## config.mk

```make
export PLATFORM = sky130hd
export DESIGN_NAME = iob_native2iob_bridge
export DESIGN_NICKNAME = d
export VERILOG_FILES = /design/src/rtl/iob_native2iob_pkg.sv /design/src/rtl/iob_bridge_timeout.sv /design/src/rtl/iob_native2iob_bridge.sv
export SDC_FILE = /design/constraint.sdc
export NUM_CORES = 1
export LEC_CHECK = 0
export CAP_MARGIN = 20
export CORE_MARGIN = 5
export CORE_UTILIZATION = 38
export CTS_BUF_LIST = sky130_fd_sc_hd__clkbuf_4 sky130_fd_sc_hd__clkbuf_8
export DETAILED_ROUTE_END_ITERATION = 8
export DONT_BUFFER_PORTS = 1
export HOLD_SLACK_MARGIN = 0.12
export SYNTH_ARGS = -nofsm -noshare
export SYNTH_HDL_FRONTEND = slang
export SYNTH_SLANG_ARGS = --single-unit
```

## constraint.sdc

```tcl
create_clock -name clk_i -period 1.9 [get_ports clk_i]
set_input_delay 0.38 -clock clk_i [delete_from_list [all_inputs] [get_ports clk_i]]
set_output_delay 0.38 -clock clk_i [all_outputs]
set_load 0.02 [all_outputs]
```

## src/rtl/iob_native2iob_pkg.sv

```systemverilog
// Shared types and constants for the native-to-IOb bridge.
package iob_native2iob_pkg;

    // Bridge FSM encoding, also exported on the debug state output.
    typedef enum logic [1:0] {
        ST_IDLE = 2'd0,
        ST_REQ  = 2'd1,
        ST_RESP = 2'd2,
        ST_DONE = 2'd3
    } state_t;

    // Read word returned to the CPU when an access is aborted.
    localparam logic [31:0] ERR_RDATA_DEFAULT = 32'hDEADBEEF;

    // Channel index width; a single channel still needs a 1-bit index.
    function automatic int ch_width(input int n_ch);
        return (n_ch > 1) ? $clog2(n_ch) : 1;
    endfunction

endpackage

```

## src/rtl/iob_bridge_timeout.sv

```systemverilog
// Access timeout counter: cleared while idle, counts cycles spent in an
// access, and flags expiry on the cycle the count would reach TIMEOUT.
module iob_bridge_timeout #(
    parameter int TIMEOUT = 1023
) (
    input  logic clk,
    input  logic rst_n,
    input  logic cke,
    input  logic clr,
    input  logic en,
    output logic expired
);

    generate
        if (TIMEOUT == 0) begin : g_off
            // Timeout disabled: never expires.
            assign expired = 1'b0;
        end else begin : g_on
            localparam int CNT_W = $clog2(TIMEOUT + 1);
            localparam logic [CNT_W-1:0] LIMIT = CNT_W'(TIMEOUT - 1);

            logic [CNT_W-1:0] count;

            // Count access cycles; hold once expired so the value cannot wrap.
            always_ff @(posedge clk or negedge rst_n) begin
                if (!rst_n) begin
                    count <= '0;
                end else if (cke) begin
                    if (clr) begin
                        count <= '0;
                    end else if (en && !expired) begin
                        count <= count + 1'b1;
                    end
                end
            end

            assign expired = en && (count >= LIMIT);
        end
    endgenerate

endmodule

```

## src/rtl/iob_native2iob_bridge.sv

```systemverilog
// Bridge from a single-outstanding native valid/ready port to N_CH IOb
// channels selected by the top address bits, with timeout and error word.
//
// Handshakes: the CPU holds native_valid_i until it sees a one-cycle
// native_ready_o pulse. Each IOb channel sees avalid held until it answers
// with ready (address phase); reads then wait for rvalid on the same channel
// (data phase). Inputs of unselected channels are never looked at.
module iob_native2iob_bridge
    import iob_native2iob_pkg::*;
#(
    parameter int ADDR_W = 32,
    parameter int DATA_W = 32,
    parameter int N_CH = 2,
    parameter int TIMEOUT = 1023,
    parameter logic [DATA_W-1:0] ERR_RDATA = DATA_W'(ERR_RDATA_DEFAULT)
) (
    input  logic                   clk_i,
    input  logic                   arst_n_i,
    input  logic                   cke_i,
    input  logic                   native_valid_i,
    input  logic [ADDR_W-1:0]      native_addr_i,
    input  logic [DATA_W-1:0]      native_wdata_i,
    input  logic [DATA_W/8-1:0]    native_wstrb_i,
    output logic [DATA_W-1:0]      native_rdata_o,
    output logic                   native_ready_o,
    output logic                   err_o,
    output logic [N_CH-1:0]        iob_avalid_o,
    output logic [ADDR_W-1:0]      iob_addr_o,
    output logic [DATA_W-1:0]      iob_wdata_o,
    output logic [DATA_W/8-1:0]    iob_wstrb_o,
    input  logic [N_CH-1:0]        iob_ready_i,
    input  logic [N_CH-1:0]        iob_rvalid_i,
    input  logic [N_CH*DATA_W-1:0] iob_rdata_i,
    output logic [1:0]             state_o
);

    localparam int CH_W = ch_width(N_CH);

    state_t            state;
    logic [CH_W-1:0]   ch_q;
    logic [CH_W-1:0]   addr_ch;
    logic              bad_ch;
    logic [N_CH-1:0]   addr_onehot;
    logic              sel_ready;
    logic              sel_rvalid;
    logic [DATA_W-1:0] sel_rdata;
    logic              in_access;
    logic              tmo_clr;
    logic              expired;

    // Channel number from the top address bits; one channel always maps to 0.
    generate
        if (N_CH > 1) begin : g_dec
            assign addr_ch = native_addr_i[ADDR_W-1 -: CH_W];
        end else begin : g_single
            assign addr_ch = '0;
        end
    endgenerate

    assign bad_ch = (int'(addr_ch) >= N_CH);

    // One-hot avalid pattern for the incoming request's channel.
    always_comb begin
        addr_onehot = '0;
        for (int k = 0; k < N_CH; k++) begin
            if (addr_ch == CH_W'(k)) begin
                addr_onehot[k] = 1'b1;
            end
        end
    end

    // Select the latched channel's ready/rvalid/rdata.
    always_comb begin
        sel_ready  = 1'b0;
        sel_rvalid = 1'b0;
        sel_rdata  = '0;
        for (int k = 0; k < N_CH; k++) begin
            if (ch_q == CH_W'(k)) begin
                sel_ready  = iob_ready_i[k];
                sel_rvalid = iob_rvalid_i[k];
                sel_rdata  = iob_rdata_i[k*DATA_W +: DATA_W];
            end
        end
    end

    assign in_access = (state == ST_REQ) || (state == ST_RESP);
    assign tmo_clr   = (state == ST_IDLE);

    iob_bridge_timeout #(
        .TIMEOUT(TIMEOUT)
    ) u_timeout (
        .clk    (clk_i),
        .rst_n  (arst_n_i),
        .cke    (cke_i),
        .clr    (tmo_clr),
        .en     (in_access),
        .expired(expired)
    );

    // Access sequencer; every output is registered and frozen while cke_i is low.
    always_ff @(posedge clk_i or negedge arst_n_i) begin
        if (!arst_n_i) begin
            state          <= ST_IDLE;
            ch_q           <= '0;
            native_rdata_o <= '0;
            native_ready_o <= 1'b0;
            err_o          <= 1'b0;
            iob_avalid_o   <= '0;
            iob_addr_o     <= '0;
            iob_wdata_o    <= '0;
            iob_wstrb_o    <= '0;
        end else if (cke_i) begin
            case (state)
                ST_IDLE: begin
                    if (native_valid_i) begin
                        iob_addr_o  <= native_addr_i;
                        iob_wdata_o <= native_wdata_i;
                        iob_wstrb_o <= native_wstrb_i;
                        ch_q        <= addr_ch;
                        if (bad_ch) begin
                            state          <= ST_DONE;
                            native_ready_o <= 1'b1;
                            err_o          <= 1'b1;
                            native_rdata_o <= ERR_RDATA;
                        end else begin
                            state        <= ST_REQ;
                            iob_avalid_o <= addr_onehot;
                        end
                    end
                end
                ST_REQ: begin
                    if (sel_ready) begin
                        iob_avalid_o <= '0;
                        if (|iob_wstrb_o) begin
                            state          <= ST_DONE;
                            native_ready_o <= 1'b1;
                            native_rdata_o <= '0;
                        end else begin
                            state <= ST_RESP;
                        end
                    end else if (expired) begin
                        iob_avalid_o   <= '0;
                        state          <= ST_DONE;
                        native_ready_o <= 1'b1;
                        err_o          <= 1'b1;
                        native_rdata_o <= ERR_RDATA;
                    end
                end
                ST_RESP: begin
                    if (sel_rvalid) begin
                        state          <= ST_DONE;
                        native_ready_o <= 1'b1;
                        native_rdata_o <= sel_rdata;
                    end else if (expired) begin
                        state          <= ST_DONE;
                        native_ready_o <= 1'b1;
                        err_o          <= 1'b1;
                        native_rdata_o <= ERR_RDATA;
                    end
                end
                ST_DONE: begin
                    state          <= ST_IDLE;
                    native_ready_o <= 1'b0;
                    err_o          <= 1'b0;
                    native_rdata_o <= '0;
                end
                default: begin
                    state <= ST_IDLE;
                end
            endcase
        end
    end

    assign state_o = state;

endmodule
```

; Word level (Yosys, flattened, before mapping)
; Index checks and enable logic that the tools add are counted.
[op_classes]
addsub = 1
multipliers = 0
div_mod_pow = 0
order_cmp = 1
n_eq_ne = 8
n_shift = 0
muxes = 31
bitwise = 1
reduce_logical = 14
[ops]
columns = cell, count
row1 = $mux W32, 5
row2 = $pmux W32 S3, 1
row3 = $mux W10, 2
row4 = $mux W2, 7
row5 = $mux W1, 12
row6 = $add A10 B1 Y10 const B, 1
row7 = $ge A10 B10 Y1 const B, 1
row8 = $pmux W2 S4, 1
row9 = $reduce_and A4 Y1, 2
row10 = $ne A2 B2 Y1 const B, 3
row11 = $ne A3 B2 Y1 const B, 2
row12 = $pmux W1 S3, 2
row13 = $reduce_and A3 Y1, 2
row14 = $eq A2 B2 Y1 const B, 2
row15 = $pmux W2 S2, 1
row16 = $reduce_and A2 Y1, 2
row17 = $reduce_bool A2 Y1, 2
row18 = $reduce_or A4 Y1, 1
row19 = $eq A2 B1 Y1 const B, 1
row20 = $logic_and A1 B1 Y1, 2
row21 = $logic_not A2 Y1, 1
row22 = $logic_not A1 Y1, 1
row23 = $logic_or A1 B1 Y1, 1
row24 = $not A1 Y1, 1
[totals]
register_bits = 117
latchBits = 0
ramBits = 0
rom_bits = 0
in_bits = 140
out_inout_bits = 106
word_cells = 66
n_memories = 0

; Logic depth before layout (Yosys ltp)
[logic_depth]
ltp_word = 7
mapped_depth = 11
mapped_depth_nobuf = 7

; Cells and area by module
; A second synthesis with hierarchy kept.
[unflattened]
cells_unflattened = 465
hier_area_um2 = 5709.2
[modules_own_cells]
columns = module, instances, cells_each, area_each_um2, seq_area_each_um2
row1 = iob_native2iob_bridge, 1, 388, 4977.3, 2652.5
row2 = iob_bridge_timeout, 1, 77, 732.0, 250.2

; Least setup slack after synthesis
; No wires, ideal clock.
[synth_timing]
path_type = register to register
startpoint = register state[0], in the netlist state_o[0]
endpoint = register native_rdata_o[0]
setup_ns = 0.128
t_arrival_ns = 1.969
required_time_ns = 1.772
slack_ns = -0.198
path_stages_with_launch = 10
n_path_buf = 2
period_less_slack_ns = 2.098
cell_sequence = dfrtp_1 inv_1 ha_1 buf_6 nor2b_1 nor3_1 nor2_1 nand4_4 buf_6 o211ai_2
[synth_via]
elab_chain_len = 6
word_cells_on_any_way = 13
classes_between = 4 x eq/ne / 4 x mux / 1 x bitwise / 4 x reduce/logical
[synth_rtl]
columns = item, line
row1 = "start, declared", iob_native2iob_bridge.sv:39  ; state_t state;
row2 = "start signal, assigned", iob_native2iob_bridge.sv:103  ; state <= ST_IDLE;
row3 = "start signal, assigned", iob_native2iob_bridge.sv:121  ; state <= ST_DONE;
row4 = "start signal, assigned", iob_native2iob_bridge.sv:126  ; state <= ST_REQ;
row5 = $eq A2 B1 Y1 / $eq A2 B2 Y1 (equally long branches), "iob_native2iob_bridge.sv:86, iob_native2iob_bridge.sv:113"
row6 = $logic_or A1 B1 Y1, iob_native2iob_bridge.sv:86  ; assign in_access = (state == ST_REQ) || (state == ST_RESP);
row7 = $logic_and A1 B1 Y1, iob_bridge_timeout.sv:37  ; assign expired = en && (count >= LIMIT);
row8 = $mux W32, -
row9 = $mux W32 (on tied branches), -
row10 = $pmux W32 S3, iob_native2iob_bridge.sv:113  ; case (state)
row11 = "end signal, assigned", iob_native2iob_bridge.sv:153  ; native_rdata_o <= sel_rdata;
row12 = "end, declared", iob_native2iob_bridge.sv:24  ; output logic [DATA_W-1:0] native_rdata_o,
; Parallel ways exist; a longest one is shown, timed or not.
; A chain may end at the register's enable or synchronous reset.

; Worst setup path after layout
[layout_timing]
startpoint = register state[0], in the netlist state_o[0]
endpoint = register native_rdata_o[21]
; Same word-level chain as after synthesis.

==> metrics.csv <==
metric,value,unit
Max Freq,0.5478,GHz
cell taking the most area after synthesis,dfrtp_1,
postcts setup bufs,0,
core area,14370,um2
Die Area,16940,um2
antenna violations before repair,0,
PwrDens,1557,nW/um2
filler cell count,1244,
DP Wirelength,10250,um
Slew headroom,67.64,%
Synth area leaders,"dfrtp_1, mux2_1, mux2i_1",
DRC Markers,0,
Fin. Hold Viols,116,
GRT busiest layer,met2,
largest net degree at the start of global routing,117,
Ant. Diodes,0,
final setup violation count,0,
Post-Route WL,14250,um
Initial Util,38.19,%
count of flip-flops with a built-in enable after synthesis,0,
Peak VDD IR,0.0008066,V
register area share after synthesis,52.90,%
most common cell in the netlist,dfrtp_1,
vias in the first global route,4084,
Area after DPL,5881,um2
Synth top area share,52.90,%
GP Congestion,0.8205,
syn nets,557,
CP Buf/Inv Count,2,
main flop type after synthesis,dfrtp_1,
Final Hold Slack,-0.3648,ns
CTS root buf,clkbuf_8,
Num CTS Buffers,17,
"FF+latch count, synth",116,
Max clock buf depth,2,
Post-synth top cells,"dfrtp_1, mux2_1, nand2_1",
MaxCap Viol Count,0,
CP Max Fanout,32,
Port Buffers,0,
"Reg clk slew, reported paths",0.08,ns
H-tree Lvls,4,
failing checks,hold timing,
"Power, Total",0.01084,W
period utilisation layout,96.08,%
YS warnings,0,
Clock Sink Count,116,
WP data required,2.24,ns
Reg2Reg Capture Point,native_rdata_o[21],
GRT met3 Usage,8.801,%
GR Util met1,18.71,%
Mean Syn Cell Area,13.38,um2
wire per inst,20.32,um
hold crit path type,input pin to async pin,
gr usage total,16.85,%
CP endpoint kind,flip-flop,
num ports,246,
Final Skew,0.01232,ns
Synth Instances,410,
share of post-route cells with drive strength above 1,24.37,%
LEAKAGE,3.074,nW
Layout Cell Area excl Fill,6958,um2
Vias/cell,5.187,
CP top delay family,compound AO/OA/AOI/OAI gates,
clk_lat worst skew,0.43,ns
minimum clock period,1.826,ns
Synth Cell Area,5488,um2
TNS Setup,0,ns
worst setup path class,flip-flop to flip-flop,
Die H,130.2,um
CP max stage cell,dfrtp_2,
CP cell instances,buf_4 > ha_1 > a31oi_4 > nand3_4 > buf_12 > o211ai_1,
Layout Nets,651,
Layout area overhead,26.79,%
RR Startpoint,state_o[0],
first-pass GRT wire length,21870,um
Initial DRC Count,134,
"Hold-fix buffers, CTS",68,
reg2reg setup slack,0.07,ns
"Slew Viols, Final",0,
unrepaired setup endpoints after global routing,true,
WP data arrival,2.16,ns
gr ovfl total,0,
worst r2r path cells,6,
status,"complete, but fails checks",
first-pass iteration count of the detailed router,4,
routed vias,3636,
DIE WIDTH,130.2,um
worst-margin pin slew,0.4838,ns
Worst Setup Start Kind,flip-flop,
"slowest stage delay, CP",0.43,ns
CTS tree,yes,
Post-DRT Antenna Nets,0,
placed instance count,601,
non-filler cells in the finished layout,701,
post-synthesis cell type count,53,
"Async S/R FF share, synth",100.0,%
met2 usage,27.73,%
Row Count,44,
-- routing by layer --
metal	wire length [um]	vias to the layer above	share of wire, %
met3	1572	22	11
li1	-	1667	-
met1	5274	1786	37
met2	7113	161	50
met5	0	-	0
met4	284	0	2.0
-- cells by family after synthesis --
group                      count (synthesis)  synth area share (%)
AOI/OAI and AO/OA                         65                 12.40
xor gates and xnor gates                   4                0.6383
adders and majority gates                  7                 1.596
buffers and inverters                     33                 3.739
DFF                                      116                 52.90
muxes                                    102                 20.25
and+or+nand+nor                           83                 8.482
-- repair_timing --
| action | CTS | global route |
|---|---|---|
| hold endpoints to repair | 185 | 116 |
| pin swaps | 0 | 2 |
| endpoints found under the setup margin | 32 | 35 |
| gates resized for setup | 1 | 9 |
-- how the worst max path moves through the flow --
| stage | from | to | cells past startpoint |
|---|---|---|---|
| global route | state_o[0] | native_rdata_o[31] | 6 |
| floorplan | state_o[0] | iob_wdata_o[23] | 9 |
| detailed placement | state_o[0] | native_rdata_o[31] | 8 |
| global placement | state_o[0] | native_rdata_o[31] | 8 |
| finish | state_o[0] | native_rdata_o[21] | 6 |
| CTS | state_o[0] | native_rdata_o[31] | 8 |
-- sequential cells by signal, summed over array words and instances (netlist names) --
register	count
err_o	1
iob_addr_o	32
iob_avalid_o	2
iob_wdata_o	32
iob_wstrb_o	4
native_rdata_o	32
native_ready_o	1
state_o	2
u_timeout.g_on.count	10
-- through the flow --
stage / utilization, % / worst slack (ns)
after floorplan: - / 0.02388
after global placement: 40.93 / 0.04894
after detailed placement: 40.93 / -0.04002
after CTS: 48.19 / 0.004258
after global routing: 48.42 / -0.005385
final: 48.42 / 0.07441
-- placed cells by master, fill, tap and decap left out, types with 6 or more instances in the layout --
cell type | Yosys | final
dfrtp_1 | 116 | 111
inv_1 | 9 | 7
nand3_1 | 6 | 6
o2bb2ai_2 | 8 | 8
dlygate4sd3_1 | 0 | 68
clkbuf_8 | 0 | 17
inv_6 | 0 | 6
nor2_1 | 13 | 12
buf_4 | 5 | 26
mux2i_1 | 33 | 33
nand2_1 | 37 | 37
a21oi_1 | 9 | 9
mux2_1 | 67 | 67
o211ai_2 | 22 | 22
-- cell type report --
class                           instances  area [um2]  area share, %
Tap cell                              184       230.2          3.309
Multi-Input combinational cell        261        2449          35.19
Clock inverter                         14       118.9          1.708
Sequential cell                       116        2909          41.81
Inverter                                9       33.78         0.4855
Clock buffer                           18       241.5          3.471
Timing Repair Buffer                   99       975.9          14.03
-- power by group --
group          internal [W]  switching, W  total (W)
clock network      0.000953       0.00114    0.00209
logic               0.00163       0.00164    0.00327
registers           0.00347       0.00201    0.00548
total               0.00606       0.00478     0.0108
No activity file was read; power rests on OpenSTA's default activity.
